==> src/rtl/bsg_dff_en_rr_share_ctrl.sv <==
// bsg_dff_en_rr_share_ctrl: round-robin arbitration of els_p producers into one shared enable register
module bsg_dff_en_rr_share_ctrl #(
    parameter int els_p   = 4,
    parameter int width_p = 62,
    localparam int IDW    = (els_p > 1) ? $clog2(els_p) : 1
) (
    input  logic                     clk_i,
    input  logic                     reset_i,
    input  logic [els_p-1:0]         v_i,
    input  logic [els_p*width_p-1:0] data_i,
    output logic [els_p-1:0]         yumi_o,
    output logic                     v_o,
    output logic [width_p-1:0]       data_o,
    output logic [IDW-1:0]           id_o,
    input  logic                     yumi_i
);
    logic               r_v;
    logic [IDW-1:0]     r_id;
    logic [IDW-1:0]     r_ptr;
    logic [width_p-1:0] r_data;
    logic               w_found;
    logic [IDW-1:0]     w_gid;
    logic               w_go;
    always_comb begin
        w_found = 1'b0;
        w_gid   = '0;
        for (int i = 0; i < els_p; i++) begin
            if (!w_found && v_i[(int'(r_ptr) + i) % els_p]) begin
                w_found = 1'b1;
                w_gid   = IDW'((int'(r_ptr) + i) % els_p);
            end
        end
    end
    // The slot is open when empty or when the consumer drains it this cycle.
    assign w_go   = (!r_v || yumi_i) && w_found && !reset_i;
    assign yumi_o = w_go ? (els_p'(1) << w_gid) : '0;
    assign v_o    = r_v;
    assign id_o   = r_id;
    assign data_o = r_data;
    always_ff @(posedge clk_i) begin
        if (reset_i) begin
            r_v   <= 1'b0;
            r_id  <= '0;
            r_ptr <= '0;
        end else if (w_go) begin
            r_v   <= 1'b1;
            r_id  <= w_gid;
            r_ptr <= (w_gid == IDW'(els_p - 1)) ? '0 : w_gid + 1'b1;
        end else if (yumi_i) begin
            r_v   <= 1'b0;
        end
    end
    always_ff @(posedge clk_i) begin
        if (w_go) r_data <= data_i[w_gid*width_p +: width_p];
    end
    yumi_when_empty: assert property (@(posedge clk_i) disable iff (reset_i) yumi_i |-> r_v);
endmodule

==> config.mk <==
export PLATFORM = sky130hd
export DESIGN_NAME = bsg_dff_en_rr_share_ctrl
export DESIGN_NICKNAME = d
export VERILOG_FILES = /design/src/rtl/bsg_dff_en_rr_share_ctrl.sv
export SDC_FILE = /design/constraint.sdc
export NUM_CORES = 1
export LEC_CHECK = 0
export CORE_AREA = 2 2 124 126
export CTS_BUF_LIST = sky130_fd_sc_hd__clkbuf_4
export CTS_CLUSTER_SIZE = 20
export DETAILED_ROUTE_END_ITERATION = 6
export DIE_AREA = 0 0 126 128
export HOLD_SLACK_MARGIN = 0.05
export MAX_ROUTING_LAYER = met4
export PLACE_DENSITY = 0.71
export SLEW_MARGIN = 20
export SYNTH_ARGS = -nofsm -noshare
export SYNTH_HDL_FRONTEND = slang
export SYNTH_SLANG_ARGS = --single-unit
==> constraint.sdc <==
create_clock -name clk_i -period 7.3 [get_ports clk_i]
set_clock_uncertainty 0.05 [all_clocks]
set_input_delay 1.46 -clock clk_i [delete_from_list [all_inputs] [get_ports clk_i]]
set_output_delay 1.46 -clock clk_i [all_outputs]
set_load 0.005 [all_outputs]
==> flow_summary.yaml <==
floorplanning:
  die_x_um: 126
  start_util_pct: 28.64
  core_mm2: 0.01486
  boundaryPins: 324
  die_h_um: 128
  rows: 45
  die-area_mm2: 0.01613
timing:
  period_minus_slack_ns: 5.050
  timing.hold.ws_ns: 0.4305
  finalSetupViolations: 0
  rsz0062_at_grt: "no"
  finalCritPeriodShare_pct: 69.17
  final_hold_viol_count: 0
  tightest_slew_ns: 0.9912
  max-slew-margin-rel_pct: 33.92
  fin_tns_setup_ns: 0
  final_max_slew_viol_count: 0
  fmax_mhz: 198.0
  setup_slack_ns: 2.250
grt:
  grtUsageTotal_pct: 17.38
  first_global_vias: 4008
  grt_max_degree: 63
  overflow: 0
  antenna_found_initial: 1
  grt_first_pass_wirelength_mm: 21.16
drt:
  wl_mm: 13.99
  firstDrtPassIters: 4
  ant_nets: 0
  wire_per_inst_um: 17.00
  vias: 3705
  via_per_inst: 4.502
  first_iter_violations: 122
  drc_errors: 0
synth:
  syn_area_mm2: 0.004258
  synth-seq-cells: 67
  ys_seq_area_share_pct: 46.08
  synth_area_leaders: "mux2i_1 (44%), edfxtp_1 (44%), buf_6 (2.6%), dfxtp_1 (2.4%), buf_8 (1.1%)"
  yosysUniqueCellTypes: 24
  syn_avg_cell_area_um2: 13.60
  yosys_warnings: 0
  synth_fp_nets: 568
  netlist_instances: 313
  yosysTopAreaCell: "mux2i_1"
  synth_top_area_share_pct: 43.73
layout:
  final_util_pct: 51.89
  fin_nets: 884
  drive_gt1_share_pct: 4.416
  areaGrowthSynthToFinish_pct: 81.16
  final_common_cell: "clkdlybuf4s50_1"
  layout_common_cells: "clkdlybuf4s50_1 (323), mux2i_1 (186), edfxtp_1 (62)"
cts:
  cts_resized: 0
  cts_buffer_depth: 2
  clk_latency_ns: 0.40
  cts_tree: "built"
  cts_root_buffer: "clkbuf_4"
  h-tree-depth: 3
  postCtsSetupBuffers: 0
  cts.sinks: 67
  numCtsBuffers: 9
  hold_buffers: 0
  clkTransAtPathRegs_ns: 0.11
power_and_ir_drop:
  peakVddDrop_mv: 0.1149
  power_leakage_uw: 0.002969
  p_sw_uw: 376.1
  seqPwrFrac_pct: 38.6
  p_int_uw: 945.2
  combPwrFrac_pct: 43.2
  clockPowerShare_pct: 18.3
  p_sw_share_pct: 28.46
  powerDensity_mw_per_mm2: 171.3
setup_path:
  endpoint: "yumi_o[3]"
  worstReg2RegStart: "r_ptr[0]"
  critPathLaunchType: "input pin"
  regToRegSetupSlack_ns: 4.58
  required_ns: 5.79
  crit_top_cell: "clkdlybuf4s50_1"
  max_stage_delay_ns: 0.55
  r2r_cells: 6
  worstSetupStartpoint: "v_i[3]"
  path_max_fanout: 6
  critPathArrivalTime_ns: 3.54
  cp_cell_sequence: "clkdlybuf4s50_1 -> o22ai_1 -> a221oi_2 -> nand2_1 -> nor2_1 -> clkdlybuf4s50_1"
  rr_endpoint: "data_o[47]"
  critPathKind: "in -> out"
  cp_slowest_cell: "clkdlybuf4s50_1"
  setup.worst_path.end_class: "primary output"
flow_run:
  drv_cap: 0
place:
  gp_congestion: 0.8342
  port_buffers: 323
  dp_slack_ns: 2.238
  hpwl_mm: 11.19
run_status:
  status: "complete, no violations"
hold_path:
  hp-class: "reg -> reg"
-- sequential cells by signal, indices dropped and copies added, names as in the netlist --
signal / cells
v_o: 1
data_o: 62
r_ptr: 2
id_o: 2
-- cells by family after synthesis --
logic type / after synthesis / share of synthesized area, %
XOR/XNOR: 1 / 0.2057
flip-flops: 67 / 46.08
AND/OR/NAND/NOR: 18 / 2.233
AO/OA/AOI/OAI: 14 / 2.409
multiplexers: 186 / 43.73
buffers and inverters: 27 / 5.348
-- power by group through the flow --
stage | clock network (µW) | registers [µW] | logic (µW)
final | 242 | 510 | 570
after global routing | 271 | 515 | 615
after CTS | 252 | 510 | 580
after detailed placement | 0 | 519 | 578
after global placement | 0 | 517 | 569
after floorplan | 0 | 524 | 303
-- critical path: cells and delay by family --
| family | cells | cell delay (ns) |
|---|---|---|
| AOI/OAI and AO/OA | 2 | 0.73 |
| buffers and inverters | 2 | 1.07 |
| and+or+nand+nor | 2 | 0.27 |
-- through the flow --
step / instance area [µm²] / power [µW] / cells
finish: 7714 / 1321 / 823
global route: 7714 / 1401 / 823
CTS: 7711 / 1342 / 822
detailed placement: 7580 / 1097 / 806
global placement: 7580 / 1086 / 806
floorplan: 4258 / 826.9 / 313
-- area by class of cell --
cell class | count | area (µm²)
well taps | 188 | 235.2
clock inverters | 6 | 56.30
multi-input cells | 219 | 2097
flip-flops and latches | 67 | 1962
clock buffers | 10 | 75.07
inverters | 4 | 15.01
diodes | 1 | 2.502
fillers | 1314 | 7151
repair buffers | 328 | 3271
-- layer usage --
metal	global-route usage (%)	vias to the layer above	part of all wire, %
met5	-	-	0
met4	5.882	0	2.1
met3	4.424	24	7.1
met2	30.30	182	52
met1	19.47	1659	39
li1	-	1840	-
-- Yosys cell counts --
library cell	number
a211oi_1	2
a211oi_2	1
a21o_1	2
a21oi_1	6
a221oi_2	1
buf_2	7
buf_4	2
buf_6	10
buf_8	3
clkbuf_2	1
dfxtp_1	5
edfxtp_1	62
inv_1	3
inv_2	1
mux2i_1	186
nand2_1	6
nand2b_1	2
nor2_1	6
nor2b_1	1
nor4_1	1
nor4_2	2
o22a_1	1
o22ai_1	1
xnor2_1	1
-- worst min path at each step --
stage	from	depth (start not counted)	end	slack, ns
finish	id_o[1]	2	id_o[1]	0.43
detailed placement	id_o[1]	2	id_o[1]	0.40
global route	id_o[1]	2	id_o[1]	0.46
floorplan	id_o[0]	2	id_o[0]	0.40
global placement	id_o[1]	2	id_o[1]	0.41
CTS	id_o[1]	2	id_o[1]	0.43
Note: power is estimated with default switching activity, not from simulation.
